File: src/rtl/cmd_writer.sv
// cmd_writer: walks an inclusive memory range and emits it as a TRS-DOS /CMD
// byte stream made of load-block records followed by one transfer record.
module cmd_writer #(
    parameter int BLOCK_MAX = 256
) (
    input  logic        clock,
    input  logic        reset,
    input  logic        start,
    input  logic [15:0] start_addr,
    input  logic [15:0] end_addr,
    input  logic [15:0] exec_addr,
    output logic [15:0] mem_addr,
    output logic        mem_rd,
    input  logic [7:0]  mem_data,
    input  logic        mem_ack,
    output logic [7:0]  out_data,
    output logic        out_valid,
    input  logic        out_ready,
    output logic        busy,
    output logic        done,
    output logic        error,
    output logic [16:0] byte_count
);

    typedef enum logic [3:0] {
        IDLE     = 4'd0,
        B_TYPE   = 4'd1,
        B_LEN    = 4'd2,
        B_ALO    = 4'd3,
        B_AHI    = 4'd4,
        MEM_REQ  = 4'd5,
        MEM_WAIT = 4'd6,
        B_DATA   = 4'd7,
        X_TYPE   = 4'd8,
        X_LEN    = 4'd9,
        X_LO     = 4'd10,
        X_HI     = 4'd11,
        DONE     = 4'd12
    } state_t;

    localparam logic [16:0] BLOCK_MAX_L = 17'(BLOCK_MAX);

    state_t      state_r, state_nx_s;
    logic [15:0] addr_r, addr_nx_s;
    logic [15:0] exec_r, exec_nx_s;
    logic [16:0] remain_r, remain_nx_s;
    logic [8:0]  blk_n_r, blk_n_nx_s;
    logic [8:0]  blk_left_r, blk_left_nx_s;
    logic [8:0]  blk_size_s;
    logic [8:0]  len_s;
    logic [7:0]  hold_r, hold_nx_s;
    logic [16:0] count_r, count_nx_s;
    logic        error_r, error_nx_s;
    logic        err_done_nx_s;
    logic        accept_s;
    logic        start_ok_s;
    logic        range_bad_s;

    logic [7:0]  out_data_r, out_data_nx_s;
    logic        out_valid_r, out_valid_nx_s;
    logic [15:0] mem_addr_r, mem_addr_nx_s;
    logic        mem_rd_r, mem_rd_nx_s;
    logic        busy_r, busy_nx_s;
    logic        done_r, done_nx_s;

    assign accept_s    = out_valid_r & out_ready;
    assign start_ok_s  = start & (state_r == IDLE);
    assign range_bad_s = (end_addr < start_addr);
    assign blk_size_s  = (remain_r > BLOCK_MAX_L) ? BLOCK_MAX_L[8:0] : remain_r[8:0];

    // State and datapath registers.
    always_ff @(posedge clock or posedge reset) begin
        if (reset) begin
            state_r     <= IDLE;
            addr_r      <= 16'h0000;
            exec_r      <= 16'h0000;
            remain_r    <= 17'd0;
            blk_n_r     <= 9'd0;
            blk_left_r  <= 9'd0;
            hold_r      <= 8'h00;
            count_r     <= 17'd0;
            error_r     <= 1'b0;
            out_data_r  <= 8'h00;
            out_valid_r <= 1'b0;
            mem_addr_r  <= 16'h0000;
            mem_rd_r    <= 1'b0;
            busy_r      <= 1'b0;
            done_r      <= 1'b0;
        end else begin
            state_r     <= state_nx_s;
            addr_r      <= addr_nx_s;
            exec_r      <= exec_nx_s;
            remain_r    <= remain_nx_s;
            blk_n_r     <= blk_n_nx_s;
            blk_left_r  <= blk_left_nx_s;
            hold_r      <= hold_nx_s;
            count_r     <= count_nx_s;
            error_r     <= error_nx_s;
            out_data_r  <= out_data_nx_s;
            out_valid_r <= out_valid_nx_s;
            mem_addr_r  <= mem_addr_nx_s;
            mem_rd_r    <= mem_rd_nx_s;
            busy_r      <= busy_nx_s;
            done_r      <= done_nx_s;
        end
    end

    // Next-state decode; emitting states only move on an accepted byte.
    always_comb begin
        state_nx_s = state_r;
        case (state_r)
            IDLE: begin
                if (start_ok_s && !range_bad_s) begin
                    state_nx_s = B_TYPE;
                end else begin
                    state_nx_s = IDLE;
                end
            end
            B_TYPE:   state_nx_s = accept_s ? B_LEN   : B_TYPE;
            B_LEN:    state_nx_s = accept_s ? B_ALO   : B_LEN;
            B_ALO:    state_nx_s = accept_s ? B_AHI   : B_ALO;
            B_AHI:    state_nx_s = accept_s ? MEM_REQ : B_AHI;
            MEM_REQ:  state_nx_s = mem_ack  ? B_DATA  : MEM_WAIT;
            MEM_WAIT: state_nx_s = mem_ack  ? B_DATA  : MEM_WAIT;
            B_DATA: begin
                if (!accept_s) begin
                    state_nx_s = B_DATA;
                end else if (blk_left_r > 9'd1) begin
                    state_nx_s = MEM_REQ;
                end else if (remain_r > 17'd1) begin
                    state_nx_s = B_TYPE;
                end else begin
                    state_nx_s = X_TYPE;
                end
            end
            X_TYPE:   state_nx_s = accept_s ? X_LEN : X_TYPE;
            X_LEN:    state_nx_s = accept_s ? X_LO  : X_LEN;
            X_LO:     state_nx_s = accept_s ? X_HI  : X_LO;
            X_HI:     state_nx_s = accept_s ? DONE  : X_HI;
            DONE:     state_nx_s = IDLE;
            default:  state_nx_s = IDLE;
        endcase
    end

    // Datapath next values: job setup, block sizing, read capture, counters.
    always_comb begin
        addr_nx_s     = addr_r;
        exec_nx_s     = exec_r;
        remain_nx_s   = remain_r;
        blk_n_nx_s    = blk_n_r;
        blk_left_nx_s = blk_left_r;
        hold_nx_s     = hold_r;
        count_nx_s    = count_r;
        error_nx_s    = error_r;
        err_done_nx_s = 1'b0;
        if (start_ok_s) begin
            addr_nx_s     = start_addr;
            exec_nx_s     = exec_addr;
            remain_nx_s   = {1'b0, end_addr} - {1'b0, start_addr} + 17'd1;
            count_nx_s    = 17'd0;
            error_nx_s    = range_bad_s;
            err_done_nx_s = range_bad_s;
        end else begin
            if (accept_s) begin
                count_nx_s = count_r + 17'd1;
            end else begin
                count_nx_s = count_r;
            end
            if (state_r == B_TYPE && accept_s) begin
                blk_n_nx_s    = blk_size_s;
                blk_left_nx_s = blk_size_s;
            end else if ((state_r == MEM_REQ || state_r == MEM_WAIT) && mem_ack) begin
                hold_nx_s = mem_data;
            end else if (state_r == B_DATA && accept_s) begin
                addr_nx_s     = addr_r + 16'd1;
                remain_nx_s   = remain_r - 17'd1;
                blk_left_nx_s = blk_left_r - 9'd1;
            end else begin
                hold_nx_s = hold_r;
            end
        end
    end

    // Output decode from the upcoming state so every port is a flop.
    always_comb begin
        out_valid_nx_s = 1'b0;
        out_data_nx_s  = 8'h00;
        mem_rd_nx_s    = 1'b0;
        mem_addr_nx_s  = 16'h0000;
        len_s          = blk_n_nx_s + 9'd2;
        case (state_nx_s)
            B_TYPE:   begin out_valid_nx_s = 1'b1; out_data_nx_s = 8'h01;             end
            B_LEN:    begin out_valid_nx_s = 1'b1; out_data_nx_s = len_s[7:0];        end
            B_ALO:    begin out_valid_nx_s = 1'b1; out_data_nx_s = addr_nx_s[7:0];    end
            B_AHI:    begin out_valid_nx_s = 1'b1; out_data_nx_s = addr_nx_s[15:8];   end
            MEM_REQ,
            MEM_WAIT: begin mem_rd_nx_s = 1'b1; mem_addr_nx_s = addr_nx_s;            end
            B_DATA:   begin out_valid_nx_s = 1'b1; out_data_nx_s = hold_nx_s;         end
            X_TYPE:   begin out_valid_nx_s = 1'b1; out_data_nx_s = 8'h02;             end
            X_LEN:    begin out_valid_nx_s = 1'b1; out_data_nx_s = 8'h02;             end
            X_LO:     begin out_valid_nx_s = 1'b1; out_data_nx_s = exec_nx_s[7:0];    end
            X_HI:     begin out_valid_nx_s = 1'b1; out_data_nx_s = exec_nx_s[15:8];   end
            default:  begin out_valid_nx_s = 1'b0; out_data_nx_s = 8'h00;             end
        endcase
        busy_nx_s = (state_nx_s != IDLE) && (state_nx_s != DONE);
        done_nx_s = (state_nx_s == DONE) || err_done_nx_s;
    end

    assign out_data   = out_data_r;
    assign out_valid  = out_valid_r;
    assign mem_addr   = mem_addr_r;
    assign mem_rd     = mem_rd_r;
    assign busy       = busy_r;
    assign done       = done_r;
    assign error      = error_r;
    assign byte_count = count_r;

endmodule
File: config.mk
export PLATFORM = sky130hd
export DESIGN_NAME = cmd_writer
export DESIGN_NICKNAME = d
export VERILOG_FILES = /design/src/rtl/cmd_writer.sv
export SDC_FILE = /design/constraint.sdc
export NUM_CORES = 1
export LEC_CHECK = 0
export CORE_MARGIN = 10
export CORE_UTILIZATION = 36
export CTS_CLUSTER_SIZE = 10
export DETAILED_ROUTE_END_ITERATION = 10
export MAX_ROUTING_LAYER = met4
export PLACE_DENSITY = 0.64
export SETUP_SLACK_MARGIN = 0.2
export SYNTH_ARGS = -nofsm -noshare
export SYNTH_HDL_FRONTEND = slang
export SYNTH_SLANG_ARGS = --single-unit
export TNS_END_PERCENT = 30
File: constraint.sdc
create_clock -name clock -period 5.9 [get_ports clock]
set_input_delay 1.18 -clock clock [delete_from_list [all_inputs] [get_ports clock]]
set_output_delay 1.18 -clock clock [all_outputs]
set_load 0.005 [all_outputs]
==> results.yml, run 1 <==
outcome:
  status: "finished, final reports clean"
placed_design:
  place_congestion: 0.904
  place_area_um2: 8730
  io_buffers: 106
  dp_hpwl_mm: 16.1
  dp_cells: 1168
  pre_cts_ws_ns: 1.11
min_path:
  hp-class: "flip-flop to flip-flop"
  holdPathStages: 2
  min_to: "exec_r[6]"
  hp-start: "exec_r[6]"
synth:
  post-synth-top-area-cell: "dfrtp_1"
  synth_edf_count: 0
  yosys-top-cells-area: "dfrtp_1 (42%), ha_1 (6.9%), nand2_1 (5.7%)"
  yosys_warnings: 0
  yosys-top-cells-count: "dfrtp_1 (124), nand2_1 (113), nor2_1 (79)"
  synth_top_area_frac: 0.418
  yosysMostFrequentCell: "dfrtp_1"
  ys_async_sr_fraction: 1.00
  synthesis.instances: 814
  ys_types: 68
  syn_nets: 924
  synth_area_um2: 7430
  ys_seq_area_frac: 0.418
  synth_seq_cells: 124
  ys_dominant_reg_cell: "dfrtp_1"
  syn_area_per_cell_um2: 9.13
cells_and_area:
  final_cells: 1199
  syn_to_final_growth_pct: 25.2
  multi_input_area_um2: 3930
  layout-drive-gt1-share: 0.0614
  final_cell_area_um2: 9310
  nFillCells: 1959
  final_util: 0.458
  finalNetCount: 1027
  diodes: 0
  regArea_um2: 3100
clock_tree:
  cts-hold-fix-buffers: 0
  numCtsBuffers: 17
  ctsLongestPathBuffers: 2
  post_cts_buffers: 0
  cts-root-buf: "clkbuf_16"
  clkLatencyLatePin_ns: 0.42
  htreeDepth: 4
  numClockSinks: 124
  clk_pin_slew_ns: 0.05
  cts.repair.resized: 0
  cts_tree: "done"
global_routing:
  grt_remaining_overflow: 0
  antenna_found_initial: 0
  grt_usage: 0.162
  grt_max_degree: 76
  grt_pass1_vias: 6193
  grt_pass1_wl_mm: 33.4
worst_setup_path:
  critPathMaxFanout: 14
  cp_data_required_time_ns: 6.25
  critical_path_arrival_ns: 4.71
  end_kind: "flip-flop"
  cpPeakStageDelay_ns: 0.74
  cp_common_cell: "inv_1"
  regToRegEndpoint: "out_data[0]"
  crit_family: "compound AO/OA/AOI/OAI gates"
  rr_worst_depth: 7
  critPathKind: "input pin to flip-flop"
  cp_cell_sequence: "clkdlybuf4s50_1 -> inv_1 -> ha_1 -> fa_1 -> a31oi_1 -> a21oi_1 -> o31a_1 -> o31ai_2 -> a21o_1 -> nand3_1 -> inv_1 -> and2_1"
  worstReg2RegStart: "state_r[1]"
  crit_buf_inv: 3
  critPathLaunchType: "input pin"
  worst_path_max_delay_cell: "o31ai_2"
  r2r_slack_ns: 2.45
sta:
  holdWs_ns: 0.476
  max_clock_freq_mhz: 230
  min_period_ns: 4.35
  drv_slew: 0
  hold_viol_final: 0
  finalCritPeriodShare: 0.738
  grt_setup_unrepaired: "false"
  fin_ws_ns: 1.55
  fin_skew_ns: 0.0103
  worst_pin_slew_ns: 0.969
  finalSetupViolCount: 0
  slew_headroom: 0.354
  timing.setup.tns_ns: 0
die:
  die_height_um: 164
  rows: 52
  start_util: 0.366
  fp.coreArea_um2: 20300
  die_w_um: 164
  io_pins: 107
  die-area_um2: 26800
pwr:
  power_density_nw_per_um2: 428
  p_total_mw: 3.99
  ir_drop_v: 0.000233
  cellLeakagePower_nw: 4.18
drt:
  antenna_left: 0
  vias: 6252
  first_pass_iters: 7
  wirelength_mm: 21.1
  dr.first_iter.drc_count: 483
  wl_per_cell_um: 17.6
  drc: 0
  via_per_inst: 5.21
run:
  maxCapViolCount: 0
-- flip-flops by register name, summed over array words and instances (netlist names) --
name and cells:
byte_count 17, blk_n_r 8, mem_rd 1, out_valid 1, busy 1, hold_r 8
blk_left_r 9, error 1, out_data 8, done 1, addr_r 16, state_r 4
mem_addr 16, exec_r 16, remain_r 17
-- area by class of cell --
type,instances,area share
flip-flops and latches,124,0.333
well taps,270,0.0363
multi-input cells,597,0.422
inverters,64,0.0262
clock buffers,23,0.0492
repair buffers,113,0.120
clock inverters,8,0.0126
-- cells by family after synthesis --
group	after synthesis	share of synthesized area
simple gates	327	0.211
mux	20	0.0286
fa+ha+maj	49	0.0906
compound gates	138	0.124
xor+xnor	63	0.0743
buf+inv	93	0.0535
flops	124	0.418
-- per-layer routing --
metal | vias to the layer above | part of all wire | global-route usage
met4 | 0 | 0.016 | 0.0475
met1 | 2982 | 0.46 | 0.216
li1 | 3020 | - | -
met3 | 24 | 0.061 | 0.0312
met5 | - | 0 | -
met2 | 226 | 0.47 | 0.246
-- worst max-delay path by stage --
stage	startpoint	to	cells past startpoint
floorplan	reset	addr_r[0]	1
global placement	start_addr[4]	mem_addr[12]	12
detailed placement	start_addr[4]	mem_addr[6]	12
CTS	start_addr[4]	mem_addr[6]	12
global route	start_addr[4]	mem_addr[6]	12
finish	start_addr[4]	mem_addr[6]	12
-- worst register-to-register path, delay by kind of cell, from the launching register on --
family           cells  cell delay, ns
AND/OR/NAND/NOR      3            1.26
flip-flops           1            0.63
AO/OA/AOI/OAI        4            1.43
-- where the power goes --
part / switching (mW) / internal [mW] / total [mW] / leakage (nW)
Sequential: 0.292 / 1.17 / 1.46 / 1.54
Clock: 0.373 / 0.669 / 1.04 / 0.281
Combinational: 0.807 / 0.672 / 1.48 / 2.36
-- layout by cell type, fill, tap and decap left out, types with 4 or more instances in the layout --
cell type        Yosys  routed
a221oi_1             9       9
o211ai_1             7       7
mux2i_1             10      10
dfrtp_1            124     124
o21ai_0             38      38
nand4_1             14      14
clkdlybuf4s50_1      0     106
mux2_2              10      10
inv_1               63      62
nand2_1            113     113
and2_1               8       8
ha_1                41      41
nand3b_1             5       5
nand3_1             29      29
a31oi_1              5       5
xor2_1              32      32
o21a_1               6       6
nor4_1               5       5
and3_1               9       8
o22ai_1              4       4
and4_1               5       5
clkbuf_16            0      17
buf_4                0       7
nor2_1              79      79
nor3_1              19      19
fa_1                 8       8
a21oi_1             29      29
clkinv_2             1       5
nand2b_1             4       4
or3_1               12      12
clkbuf_1            15       5
nor2b_1              7       7
a211oi_1             5       5
xnor2_1             31      31
a32oi_1              4       4
Power figures use the tool's default switching activity.
==> inputs of run 2 (changes only) <==
PLACE_DENSITY = 0.66   (was 0.64)
clock period = 4 ns   (was 5.9 ns; I/O delays follow)
==> run 2 against run 1 <==
Non-clock buffer count increased by 36; worst setup slack got worse by 1.2 ns; critical path depth stayed put; first-iteration DRC count rose by 13%; total power rose by 50%; die area stayed put; flip-flop and latch count unchanged; via count up 2.7%; worst hold slack gained 0.0071 ns.
==> results.yml, run 2 (same netlist as run 1, synthesis figures left out) <==
outcome:
  status: "finished, final reports clean"
cells_and_area:
  regArea_um2: 3100
  final_cells: 1234
  nFillCells: 1948
  diodes: 0
  layout_common_cells: "dfrtp_1 (124), nand2_1 (113), clkdlybuf4s50_1 (106)"
  final_cell_area_um2: 9610
  multi_input_area_um2: 3940
  finalNetCount: 1063
  layout_commonest_cell: "dfrtp_1"
  final_util: 0.473
  layout-drive-gt1-share: 0.0985
  syn_to_final_growth_pct: 29.3
placed_design:
  dp_hpwl_mm: 16.3
  place_area_um2: 9030
  io_buffers: 106
  dp_cells: 1204
  place_congestion: 0.908
clock_tree:
  numCtsBuffers: 17
  cts-root-buf: "clkbuf_16"
  clkLatencyLatePin_ns: 0.42
  ctsLongestPathBuffers: 2
  cts-hold-fix-buffers: 0
  clk_pin_slew_ns: 0.06
  numClockSinks: 124
  cts_tree: "done"
  htreeDepth: 4
drt:
  drc: 0
  antenna_left: 0
  via_per_inst: 5.20
  vias: 6421
  wl_per_cell_um: 16.9
  dr.first_iter.drc_count: 544
  wirelength_mm: 20.9
  first_pass_iters: 6
sta:
  grt_setup_unrepaired: "true"
  max_clock_freq_mhz: 275
  finalSetupViolCount: 0
  drv_slew: 0
  hold_viol_final: 0
  slew_headroom: 0.513
  min_period_ns: 3.63
  finalCritPeriodShare: 0.909
  worst_pin_slew_ns: 0.728
  fin_skew_ns: 0.0154
pwr:
  power_density_nw_per_um2: 624
  cellLeakagePower_nw: 4.36
  p_total_mw: 6.00
  switching_share: 0.366
  p_int_mw: 3.80
  switchingPower_mw: 2.20
  p_clk_frac: 0.251
  ir_drop_v: 0.000357
  seqPwrFrac: 0.357
  power_frac_comb: 0.392
die:
  die_w_um: 164
  die_height_um: 164
  fp.coreArea_um2: 20300
  die-area_um2: 26800
  io_pins: 107
  start_util: 0.366
  rows: 52
worst_setup_path:
  critPathKind: "input pin to flip-flop"
  end_kind: "flip-flop"
  cp_data_required_time_ns: 4.30
  critPathLaunchType: "input pin"
  critPathMaxFanout: 3
  critical_path_arrival_ns: 3.93
global_routing:
  grt_pass1_vias: 6486
  grt_remaining_overflow: 0
  grt_usage: 0.163
  grt_max_degree: 66
  antenna_found_initial: 0
  grt_pass1_wl_mm: 33.8
min_path:
  hp-class: "flip-flop to flip-flop"
run:
  maxCapViolCount: 0
-- run 2: cell count changes in the layout (fill, tap and decap cells not counted), moves of 2 or more --
cell	delta
o21ai_0	-2
clkbuf_8	+3
buf_4	+34
buf_12	+2
o21ai_1	+2
clkinv_2	-2
clkbuf_1	-2
-- run 2: power by group through the flow --
stage | clock [mW] | combinational [mW] | sequential (mW)
2_1_floorplan | 0 | 1.47 | 2.03
3_3_place_gp | 0 | 2.31 | 2.14
3_5_place_dp | 0 | 2.33 | 2.15
4_1_cts | 1.53 | 2.35 | 2.13
5_1_grt | 1.59 | 2.62 | 2.21
6_report | 1.51 | 2.35 | 2.14
-- run 2: per-layer routing --
metal  part of all wire  vias up  global-route usage
met5                  0        -                   -
met4              0.012        0              0.0370
met3              0.060       18              0.0362
met2               0.46      221               0.248
met1               0.46     3088               0.218
li1                   -     3094                   -
-- run 2: timing repair --
action / 4_1_cts / 5_1_grt
endpoints found under the setup margin: 0 / 3
setup buffers: 0 / 0
resized for setup: 0 / 4
-- run 2: stage by stage --
stage	TNS, ns	setup slack (ns)	hold WS, ns
final	0	0.365	0.484
after global routing	0	0.188	0.504
after CTS	0	0.249	0.483
after detailed placement	-0.321	-0.166	0.464
after global placement	-0.0705	-0.0705	0.463
after floorplan	0	0.607	0.437
-- run 2: worst paths after layout --
check,startpoint,endpoint,slack [ns],depth (start not counted)
min in group asynchronous,reset,byte_count[12],0.80,2
worst max register to register,remain_r[4],out_data[5],0.87,9
worst max-delay path,start_addr[2],remain_r[15],0.37,12
worst min-delay path,exec_r[0],exec_r[0],0.48,2
worst min register to register,exec_r[0],exec_r[0],0.48,2
max in group asynchronous,reset,hold_r[1],2.37,3
-- run 2: layout make-up --
class / instances / share of cell area
inverters: 64 / 0.0255
clock buffers: 24 / 0.0512
repair buffers: 149 / 0.147
flip-flops and latches: 124 / 0.323
multi-input cells: 597 / 0.410
clock inverters: 6 / 0.00898
well taps: 270 / 0.0352
-- run 2: worst max-delay path, stage by stage --
cell,delay (ns)
clkdlybuf4s50_1,0.56
inv_1,0.07
ha_1,0.23
fa_1,0.49
nor2b_1,0.16
o31a_1,0.25
o41a_1,0.33
and4_1,0.21
o31a_1,0.31
a221oi_1,0.29
xnor2_1,0.15
o21ai_0,0.08
==> inputs of run 3 (changes only) <==
SKIP_LAST_GASP = 1   (was default)
==> results of run 3 <==
Same layout as run 2: the final DEF is identical, and so are final timing and power.
